--- src/rtl/addr_seq.sv ---
// Address-sequencing FSM for the ABL adder. It steps through operand fetch, low/high
// address formation, page-cross fixup and restore, with a cycle enable (rdy) that stalls everything.
module addr_seq (
  input  logic       clk,
  input  logic       RST,
  input  logic       rdy,
  input  logic       start,
  input  logic [2:0] mode,
  input  logic       br_cond,
  input  logic       CO,
  output logic [3:0] op,
  output logic       CI,
  output logic       cond,
  output logic       ld_ahl,
  output logic       ld_pc,
  output logic       inc_pc,
  output logic       hi_inc,
  output logic       busy,
  output logic       done,
  output logic       err
);

  typedef enum logic [2:0] {
    S_IDLE, S_OPND, S_LO, S_HI, S_FIX, S_STK, S_RESTORE
  } state_t;

  localparam logic [2:0] M_ZP     = 3'b000;
  localparam logic [2:0] M_ZPX    = 3'b001;
  localparam logic [2:0] M_ABS    = 3'b010;
  localparam logic [2:0] M_ABSX   = 3'b011;
  localparam logic [2:0] M_BRANCH = 3'b100;
  localparam logic [2:0] M_STACK  = 3'b101;

  state_t     r_state, w_next;
  logic [2:0] r_mode;
  logic       w_ld_ahl, w_ld_pc, w_inc_pc, w_hi_inc, w_done, w_err;
  logic       w_illegal;

  assign w_illegal = (r_mode[2:1] == 2'b11);

  always_ff @(posedge clk) begin
    if (RST) begin
      r_state <= S_IDLE;
      r_mode  <= 3'b000;
    end else if (rdy) begin
      r_state <= w_next;
      if (r_state == S_IDLE && start) r_mode <= mode;
    end
  end

  always_comb begin
    w_next   = r_state;
    op       = 4'b0011;
    CI       = 1'b0;
    cond     = 1'b0;
    w_ld_ahl = 1'b0;
    w_ld_pc  = 1'b0;
    w_inc_pc = 1'b0;
    w_hi_inc = 1'b0;
    w_done   = 1'b0;
    w_err    = 1'b0;
    case (r_state)
      S_IDLE: begin
        // mode is still unlatched here, so decode illegality from the input
        if (start) w_next = (mode[2:1] == 2'b11) ? S_RESTORE : S_OPND;
      end
      S_OPND: begin
        CI       = 1'b1;
        w_ld_pc  = 1'b1;
        w_inc_pc = 1'b1;
        w_next   = (r_mode == M_STACK) ? S_STK : S_LO;
      end
      S_LO: begin
        w_ld_ahl = 1'b1;
        case (r_mode)
          M_ZP: begin
            op = 4'b1110; cond = 1'b1; w_next = S_RESTORE;
          end
          M_ZPX: begin
            // zero-page wrap: carry out is dropped
            op = 4'b1101; cond = 1'b1; w_next = S_RESTORE;
          end
          M_ABS, M_ABSX: begin
            CI = 1'b1; w_ld_pc = 1'b1; w_inc_pc = 1'b1; w_next = S_HI;
          end
          M_BRANCH: begin
            if (br_cond) begin
              op = 4'b1111; cond = 1'b1; w_ld_pc = 1'b1;
              if (CO) w_next = S_FIX;
              else begin
                w_done = 1'b1; w_next = S_IDLE;
              end
            end else begin
              CI = 1'b1; w_ld_pc = 1'b1; w_inc_pc = 1'b1;
              w_done = 1'b1; w_next = S_IDLE;
            end
          end
          default: w_next = S_RESTORE;
        endcase
      end
      S_HI: begin
        op     = (r_mode == M_ABSX) ? 4'b1001 : 4'b1010;
        w_next = (r_mode == M_ABSX && CO) ? S_FIX : S_RESTORE;
      end
      S_FIX: begin
        w_hi_inc = 1'b1;
        if (r_mode == M_BRANCH) begin
          w_ld_pc = 1'b1; w_done = 1'b1; w_next = S_IDLE;
        end else begin
          w_next = S_RESTORE;
        end
      end
      S_STK: begin
        op     = 4'b0000;
        w_next = S_RESTORE;
      end
      S_RESTORE: begin
        op     = 4'b0110;
        w_done = 1'b1;
        w_err  = w_illegal;
        w_next = S_IDLE;
      end
      default: w_next = S_IDLE;
    endcase
  end

  // a stalled cycle keeps the datapath selects but must not commit anything
  assign ld_ahl = w_ld_ahl & rdy;
  assign ld_pc  = w_ld_pc  & rdy;
  assign inc_pc = w_inc_pc & rdy;
  assign hi_inc = w_hi_inc & rdy;
  assign done   = w_done   & rdy;
  assign err    = w_err    & rdy;
  assign busy   = (r_state != S_IDLE);

endmodule

--- config.mk ---
export PLATFORM = sky130hd
export DESIGN_NAME = addr_seq
export DESIGN_NICKNAME = d
export VERILOG_FILES = /design/src/rtl/addr_seq.sv
export SDC_FILE = /design/constraint.sdc
export NUM_CORES = 1
export LEC_CHECK = 0
export CELL_PAD_IN_SITES_DETAIL_PLACEMENT = 1
export CELL_PAD_IN_SITES_GLOBAL_PLACEMENT = 1
export CORE_AREA = 5 5 50 52
export CTS_BUF_LIST = sky130_fd_sc_hd__clkbuf_4 sky130_fd_sc_hd__clkbuf_8
export CTS_CLUSTER_DIAMETER = 200
export DETAILED_ROUTE_END_ITERATION = 6
export DIE_AREA = 0 0 55 57
export GPL_TIMING_DRIVEN = 0
export PLACE_DENSITY = 0.9
export REMOVE_ABC_BUFFERS = 1
export SYNTH_ARGS = -nofsm -noshare
export SYNTH_HDL_FRONTEND = slang
export SYNTH_SLANG_ARGS = --single-unit
--- constraint.sdc ---
create_clock -name clk -period 2.15 [get_ports clk]
set_input_delay 0.43 -clock clk [delete_from_list [all_inputs] [get_ports clk]]
set_output_delay 0.43 -clock clk [all_outputs]
set_load 0.05 [all_outputs]
==> flow_summary_export.csv, run 1 <==
group,metric,value,unit
timing,post-route-period-util,96.1,%
global_routing,track_usage,14.3,%
worst_setup_path,worstSetupEndpointType,"primary output",
placement,dpl_cell_area,853,µm²
timing,max_freq,484,MHz
yosys,synth_top_area_share,19.0,%
global_routing,grt_pass1_wl,3.42,mm
timing,tightestPinTransition,0.491,ns
worst_setup_path,start_kind,"flop",
layout,layout_commonest_cell,"nor2_1",
power_and_ir_drop,powerDensity,439,nW/µm²
routing,first_iter_violations,4,
cts,htreeDepth,1,
layout,instances_no_fill,138,
yosys,synth.area.top_cells,"dfxtp_1 (19%), nand2b_1 (7.9%), nor2_1 (6.0%)",
timing,final-setup-viol-count,0,
cts,worstSkewPairLatency,0.24,ns
floorplan,die-area,3140,µm²
layout,layout_common_cells,"nor2_1 (10), nand2b_1 (7)",
routing,post_drt_wl_per_cell,15.7,µm
power_and_ir_drop,p_comb_share,41.8,%
placement,dp.cells,131,
worst_setup_path,max_stage_delay,0.41,ns
worst_setup_path,crit_slowest_cell,"or3b_4",
cts,numCtsBuffers,3,
cts,clockBufferDepth,2,
yosys,yosys_warnings,0,
yosys,synth-simple-area-share,35.7,%
layout,area_growth_syn_to_layout,46.4,%
floorplan,fp-row-count,17,
cts,cts.reportedPaths.clkPinSlew,0.04,ns
routing,viasPerCell,5.38,
cts,tritoncts,"yes",
floorplan,start_util,30.6,%
yosys,synth_compound_area_share,32.3,%
cts,clockRootBuffer,"clkbuf_4",
layout,drive_above_1_share,30.0,%
timing,maxSlewHeadroom,67.4,%
yosys,synth-edff-count,0,
global_routing,grt_max_degree,17,
yosys,synthXorXnorAreaFrac,2.78,%
yosys,synth_top_family_by_area,"simple AND/OR/NAND/NOR gates",
timing,period_needed,2.07,ns
layout,final.fill_count,275,
routing,first_pass_iters,4,
global_routing,grt_pass1_vias,812,
worst_setup_path,crit_type,"reg -> out",
routing,vias,742,
flow_run,maxCapViolCount,0,
global_routing,grt_overflow,0,
timing,skew,0.00537,ns
worst_setup_path,critPathMaxFanout,7,
yosys,ys_ff_latch,6,
routing,routed_wl,2.17,mm
timing,slew_viol_final,0,
power_and_ir_drop,ir_drop,417,µV
worst_setup_path,cp.arrival,1.64,ns
cts,numClockSinks,6,
status,status,"complete, no violations",
layout,diodes,0,
placement,port_buffers,21,
yosys,synth_top_flop_cell,"dfxtp_1",
floorplan,die_h,57,µm
layout,nets,121,
power_and_ir_drop,p_clk_share,23.9,%
yosys,synth_cells,87,
power_and_ir_drop,p_leak,0.404,nW
yosys,yosys.cell_types.count,37,
yosys,synth_top_cell_by_area,"dfxtp_1",
floorplan,io_pins,22,
routing,drc,0,
yosys,synth-adder-area-share,0,%
yosys,async_flop_share,0,%
worst_hold_path,hold_class,"reg -> reg",
yosys,netlist_area,631,µm²
floorplan,die_x,55,µm
global_routing,grt_antenna_before_repair,0,
power_and_ir_drop,netSwitchingFraction,38.2,%
placement,gp_congestion,0.779,
layout,final_util,44.8,%
worst_setup_path,cp.required,1.72,ns
placement,dp_hpwl,1.51,mm
timing,hold_viol,0,
power_and_ir_drop,power_frac_seq,34.3,%
yosys,ys_seq_area_share,19.0,%
yosys,synth.area.mux_share,4.76,%
yosys,synth_area_per_cell,7.25,µm²
power_and_ir_drop,intPower,0.250,mW
power_and_ir_drop,p_switching,0.155,mW
worst_setup_path,cp_cell_sequence,"or3b_4 -> o21a_1 -> o22ai_2 -> and2_4 -> buf_8",
layout,stdcell_area,923,µm²
floorplan,core-area,2060,µm²
routing,ant_nets,0,
-- layer usage --
| metal | vias up | part of all wire (%) | track usage, % | routed length [µm] |
|---|---|---|---|---|
| met3 | 2 | 3.6 | 3.92 | 78 |
| met4 | 0 | 1.4 | 5.56 | 31 |
| met2 | 19 | 53 | 23.6 | 1140 |
| li1 | 368 | - | - | - |
| met5 | - | 0 | 0 | 0 |
| met1 | 353 | 42 | 17.1 | 916 |
-- critical path: cells and delay by family, from the launching register on --
kind,cells,cell delay [ns]
DFF,1,0.38
buffers and inverters,1,0.14
and+or+nand+nor,2,0.58
AOI/OAI and AO/OA,2,0.30
-- flip-flops by register name, indices dropped and copies added, names as in the netlist --
name / flops
r_state: 3
r_mode: 3
-- through the flow --
step	setup TNS [ns]	setup WS [ns]	hold WS, ns	power [mW]
floorplan	-1.36	-0.429	0.499	0.243
global placement	-5.09	-0.554	0.656	0.300
detailed placement	-5.42	-0.580	0.648	0.304
CTS	0	0.00121	0.592	0.399
global route	-0.0104	-0.00550	0.617	0.439
finish	0	0.0849	0.568	0.405
-- timing repair --
item	CTS	global route
gates resized for setup	65	16
endpoints found under the setup margin	13	12
pin swaps	0	2
buffers inserted	0	4
hold buffers	0	0
-- synth_stat cells, drive strengths merged (2+ instances only) --
cell type,instances
a21oi,5
nand2,6
nor3,4
a31oi,5
clkbuf,2
inv,3
buf,3
o21bai,3
dfxtp,6
mux2i,3
xor2,2
o21ai,3
nor3b,2
o21a,3
nand2b,9
a2bb2oi,2
nor2,10
-- final timing paths --
| path | from | end | slack, ns | cells past startpoint |
|---|---|---|---|---|
| worst max-delay path | r_mode[2] | inc_pc | 0.08 | 5 |
| worst min-delay path | r_mode[0] | r_mode[0] | 0.57 | 2 |
| worst max register to register | r_state[2] | r_state[2] | 0.82 | 4 |
| worst min register to register | r_mode[0] | r_mode[0] | 0.57 | 2 |
-- power by group through the flow --
stage               Combinational [mW]  Clock, mW  Sequential, mW
detailed placement               0.161          0           0.143
global placement                 0.157          0           0.142
finish                           0.170     0.0968           0.139
floorplan                        0.108          0           0.135
global route                     0.182      0.116           0.141
CTS                              0.155      0.102           0.142
-- cells by family (layout without fill, tap and decap cells) --
| kind of cell | after synthesis | in the layout |
|---|---|---|
| simple gates | 40 | 40 |
| buf+inv | 8 | 31 |
| mux | 3 | 3 |
| compound gates | 28 | 28 |
| flops | 6 | 6 |
| xor+xnor | 2 | 2 |
-- cell type report --
| type | count | area, µm² | share of cell area (%) |
|---|---|---|---|
| multi-input cells | 73 | 494 | 53.5 |
| flip-flops and latches | 6 | 143 | 15.4 |
| clock buffers | 3 | 22.5 | 2.44 |
| repair buffers | 25 | 218 | 23.6 |
| inverters | 3 | 11.3 | 1.22 |
| well taps | 28 | 35.0 | 3.79 |
(Power assumes the default switching activity.)
==> inputs of run 2 (changes only) <==
Settings changed: CORE_AREA 5 5 50 52 to 5 5 58 47, DIE_AREA 0 0 55 57 to 0 0 63 52, PLACE_DENSITY 0.9 to 0.87.
Clock period 2.15 ns to 2 ns, I/O delays scaled along.
==> flow_summary_export.csv, run 2 (synthesis gave the netlist of run 1 again) <==
group,metric,value,unit
status,status,"complete, but fails checks",
status,violations,"setup timing",
cts,numCtsBuffers,3,
power_and_ir_drop,p_switching,0.171,mW
worst_setup_path,max_stage_delay,0.43,ns
worst_setup_path,crit_family,"simple AND/OR/NAND/NOR gates",
timing,hold_ws,0.650,ns
layout,drive_above_1_share,33.9,%
placement,dp_hpwl,1.57,mm
global_routing,track_usage,14.4,%
worst_setup_path,critPathMaxFanout,5,
worst_setup_path,cp.arrival,1.61,ns
layout,nets,123,
timing,skew,0.00490,ns
cts,numClockSinks,6,
power_and_ir_drop,intPower,0.269,mW
timing,final-setup-viol-count,1,
floorplan,die-area,3280,µm²
placement,port_buffers,21,
worst_setup_path,crit_slowest_cell,"or3b_4",
cts,clockBufferDepth,2,
cts,htreeDepth,1,
power_and_ir_drop,netSwitchingFraction,38.8,%
global_routing,grt_antenna_before_repair,0,
flow_run,maxCapViolCount,0,
timing,hold_viol,0,
placement,dpl_cell_area,850,µm²
routing,viasPerCell,5.55,
floorplan,fp-row-count,15,
timing,tns,-0.0132,ns
timing,tightestPinTransition,0.493,ns
placement,gp_congestion,0.836,
routing,drc,0,
timing,grt_setup_unrepaired,"true",
layout,final_util,43.2,%
global_routing,met3_usage,5.40,%
global_routing,grt_use_met2,25.1,%
timing,worst_slack,-0.0132,ns
layout,largest_registers,"r_mode: 3 flops, r_state: 3 flops",
power_and_ir_drop,p_comb_share,43.6,%
worst_setup_path,cp_cell_sequence,"or3b_4 -> o21a_1 -> o22ai_2 -> and2_1 -> buf_6",
timing,maxSlewHeadroom,67.2,%
layout,layout_commonest_cell,"buf_4",
cts,cts.reportedPaths.clkPinSlew,0.04,ns
global_routing,grt_max_degree,17,
global_routing,grt_pass1_wl,3.69,mm
floorplan,core-area,2160,µm²
routing,first_pass_iters,4,
layout,diodes,0,
routing,ant_nets,0,
layout,layout_common_cells,"buf_4 (11), nor2_1 (10)",
cts,clockRootBuffer,"clkbuf_4",
routing,post_drt_wl_per_cell,16.0,µm
timing,period_needed,2.01,ns
layout,multiInputGateArea,508,µm²
routing,routed_wl,2.20,mm
routing,first_iter_violations,5,
timing,max_freq,497,MHz
power_and_ir_drop,totalPowerFinal,0.440,mW
worst_hold_path,whs_path_depth,3,
routing,vias,761,
floorplan,die_h,52,µm
power_and_ir_drop,p_leak,0.395,nW
worst_hold_path,hold_class,"reg -> reg",
worst_setup_path,worst-path-stages,5,
layout,stdcell_area,932,µm²
power_and_ir_drop,power_frac_seq,32.0,%
floorplan,die_x,63,µm
power_and_ir_drop,ir_drop,469,µV
floorplan,io_pins,22,
worst_setup_path,worstSetupEndpointType,"primary output",
worst_setup_path,start_kind,"flop",
worst_setup_path,rr_worst_depth,5,
worst_setup_path,critPathBufInv,1,
layout,area_growth_syn_to_layout,47.8,%
cts,tritoncts,"yes",
layout,area.sequential,143,µm²
global_routing,grt_pass1_vias,781,
global_routing,grt_overflow,0,
timing,slew_viol_final,0,
cts,worstSkewPairLatency,0.24,ns
power_and_ir_drop,p_clk_share,24.4,%
global_routing,grt_busiest_layer,"met2",
worst_setup_path,crit_type,"reg -> out",
power_and_ir_drop,powerDensity,472,nW/µm²
timing,post-route-period-util,101,%
layout,final.fill_count,275,
global_routing,met1_usage,16.8,%
worst_setup_path,cp.required,1.60,ns
floorplan,start_util,29.2,%
==> run 2: what timing repair did <==
action,CTS,global route
pin swaps,3,3
hold buffers,0,0
resized for setup,82,9
endpoints found under the setup margin,13,9
setup buffers,4,2
==> run 2: layout make-up <==
| type | instances | share of cell area, % |
|---|---|---|
| tap | 25 | 3.36 |
| timing repair buffer | 27 | 23.2 |
| multi-input combinational | 73 | 54.5 |
| clock buffer | 3 | 2.42 |
| sequential | 6 | 15.3 |
| inverter | 3 | 1.21 |
==> run 2: final timing paths <==
path | start | endpoint | slack [ns]
max reg2reg | r_mode[0] | r_state[2] | 0.68
min reg2reg | r_mode[0] | r_mode[0] | 0.65
min | r_mode[0] | r_mode[0] | 0.65
max | r_mode[0] | inc_pc | -0.01
==> run 2: worst register-to-register path: cells and delay by family (launching register included) <==
kind | cells | cell delay, ns
simple gates | 2 | 0.53
compound gates | 2 | 0.21
flops | 1 | 0.35
buf+inv | 1 | 0.12
==> run 2: routing by layer <==
layer / wire, µm / part of all wire [%] / up-vias
li1: - / - / 370
met1: 1030 / 47 / 369
met2: 1050 / 48 / 20
met3: 112 / 5.1 / 2
met4: 8 / 0.36 / 0
met5: 0 / 0 / -
==> run 2: power groups by stage <==
stage	clock network [mW]	registers (mW)	logic, mW
CTS	0.112	0.143	0.184
global placement	0	0.153	0.169
floorplan	0	0.145	0.116
global route	0.129	0.142	0.206
detailed placement	0	0.154	0.174
finish	0.108	0.141	0.192
==> run 2: metrics by stage <==
| stage | setup WS (ns) | instances |
|---|---|---|
| after CTS | -0.0315 | 135 |
| after global routing | -0.0832 | 137 |
| after floorplan | -0.549 | 82 |
| after global placement | -0.645 | 128 |
| final | -0.0132 | 137 |
| after detailed placement | -0.669 | 128 |
==> inputs of run 3 (changes only) <==
Settings changed: SKIP_LAST_GASP set to 1.
==> flow_summary_export.csv, run 3 (synthesis gave the netlist of run 1 again) <==
group,metric,value,unit
worst_hold_path,whs_endpoint,"r_mode[0]",
floorplan,start_util,29.2,%
worst_setup_path,worstSetupEndpointType,"primary output",
timing,period_needed,2.01,ns
worst_setup_path,rr_worst_depth,4,
global_routing,grt_max_degree,17,
placement,dpl_cell_area,850,µm²
cts,cts.reportedPaths.clkPinSlew,0.04,ns
cts,tritoncts,"yes",
timing,tightestPinTransition,0.493,ns
timing,maxSlewHeadroom,67.2,%
worst_setup_path,cp.required,1.60,ns
timing,skew,0.00488,ns
global_routing,met1_usage,16.8,%
power_and_ir_drop,p_switching,0.176,mW
floorplan,fp-row-count,15,
floorplan,die_x,63,µm
worst_hold_path,hold_class,"reg -> reg",
routing,first_iter_violations,10,
timing,grt_setup_unrepaired,"true",
power_and_ir_drop,powerDensity,458,nW/µm²
timing,post-route-period-util,101,%
layout,drive_above_1_share,38.3,%
layout,layout_commonest_cell,"buf_4",
placement,gp_congestion,0.836,
status,violations,"setup timing",
global_routing,grt_use_met2,25.1,%
global_routing,grt_pass1_wl,3.69,mm
worst_setup_path,max_stage_delay,0.43,ns
cts,worstSkewPairLatency,0.24,ns
worst_setup_path,crit_type,"reg -> out",
layout,diodes,0,
routing,vias,796,
routing,viasPerCell,5.49,
layout,nets,131,
global_routing,grt_antenna_before_repair,0,
cts,clockRootBuffer,"clkbuf_4",
placement,port_buffers,21,
layout,layout_common_cells,"buf_4 (18), nor2_1 (10)",
worst_setup_path,start_kind,"flop",
routing,drc,0,
worst_setup_path,crit_slowest_cell,"or3b_4",
power_and_ir_drop,p_leak,0.441,nW
routing,post_drt_wl_per_cell,16.4,µm
cts,htreeDepth,1,
timing,slew_viol_final,0,
power_and_ir_drop,netSwitchingFraction,38.6,%
timing,hold_ws,0.651,ns
cts,postCtsHoldBufs,0,
power_and_ir_drop,intPower,0.280,mW
floorplan,core-area,2160,µm²
global_routing,grt_pass1_vias,781,
routing,routed_wl,2.38,mm
timing,hold_viol,0,
floorplan,die_h,52,µm
power_and_ir_drop,p_comb_share,45.6,%
global_routing,track_usage,14.4,%
power_and_ir_drop,power_frac_seq,30.8,%
layout,largest_registers,"r_mode: 3 flops, r_state: 3 flops",
status,status,"complete, but fails checks",
global_routing,grt_busiest_layer,"met2",
floorplan,die-area,3280,µm²
timing,worst_slack,-0.0130,ns
timing,max_freq,497,MHz
routing,first_pass_iters,4,
worst_setup_path,r2r-end,"r_state[2]",
cts,numClockSinks,6,
layout,area_growth_syn_to_layout,57.5,%
layout,stdcell_area,993,µm²
placement,dp_hpwl,1.57,mm
worst_setup_path,critPathMaxFanout,5,
power_and_ir_drop,p_clk_share,23.6,%
floorplan,io_pins,22,
global_routing,grt_overflow,0,
timing,final-setup-viol-count,1,
worst_setup_path,cp_cell_sequence,"or3b_4 -> o21a_1 -> o22ai_2 -> and2_1 -> buf_6",
global_routing,met3_usage,5.40,%
worst_setup_path,r2r-start,"r_state[2]",
routing,ant_nets,0,
cts,numCtsBuffers,3,
flow_run,maxCapViolCount,0,
worst_hold_path,whs_path_depth,3,
worst_setup_path,rrSetupSlack,0.61,ns
power_and_ir_drop,ir_drop,474,µV
worst_hold_path,hold_path_startpoint,"r_mode[0]",
cts,clockBufferDepth,2,
worst_setup_path,cp.arrival,1.61,ns
run 3: area by class of cell:
cell class              instances  area (µm²)
fillers                       278        1160
multi-input cells              73         508
repair buffers                 35         278
flip-flops and latches          6         143
well taps                      25        31.3
clock buffers                   3        22.5
inverters                       3        11.3
run 3: power by group through the flow:
| stage | clock network (mW) | registers (mW) | logic [mW] |
|---|---|---|---|
| 2_1_floorplan | 0 | 0.145 | 0.116 |
| 5_1_grt | 0.129 | 0.140 | 0.222 |
| 4_1_cts | 0.112 | 0.144 | 0.185 |
| 3_3_place_gp | 0 | 0.153 | 0.169 |
| 6_report | 0.107 | 0.140 | 0.208 |
| 3_5_place_dp | 0 | 0.154 | 0.174 |
run 3: worst max-delay path by stage:
stage,to,cells after the start,slack [ns],startpoint
after detailed placement,op[2],5,-0.67,r_state[1]
after floorplan,op[2],4,-0.55,r_state[1]
after global placement,op[2],5,-0.64,r_state[1]
after CTS,op[2],5,-0.04,br_cond
final,inc_pc,5,-0.01,r_mode[0]
after global routing,inc_pc,5,-0.08,r_mode[0]
run 3: worst max-delay path, delay by kind of cell, from the launching register on:
family	cells	cell delay, ns
AO/OA/AOI/OAI	2	0.28
AND/OR/NAND/NOR	2	0.59
buffers and inverters	1	0.16
flip-flops	1	0.35
run 3: per-layer routing:
layer,vias up,wire (µm),part of all wire (%)
met5,-,0,0
met4,0,8,0.34
met3,2,108,4.5
met1,391,1090,46
met2,18,1180,49
li1,385,-,-
run 3: what timing repair did:
item	CTS	global route
resized for setup	80	11
gates cloned	0	0
endpoints found under the setup margin	13	9
pin swaps	3	3
setup buffers	4	10
run 3: stage by stage:
step           std cells  TNS [ns]  power (mW)  utilization (%)  worst slack, ns
6_report             145   -0.0130       0.455             46.0          -0.0130
3_3_place_gp         128     -6.66       0.322             39.4           -0.645
5_1_grt              145    -0.211       0.491             46.0          -0.0832
4_1_cts              135    -0.111       0.441             41.6          -0.0351
3_5_place_dp         128     -7.01       0.328             39.4           -0.669
2_1_floorplan         82     -1.97       0.262                -           -0.549
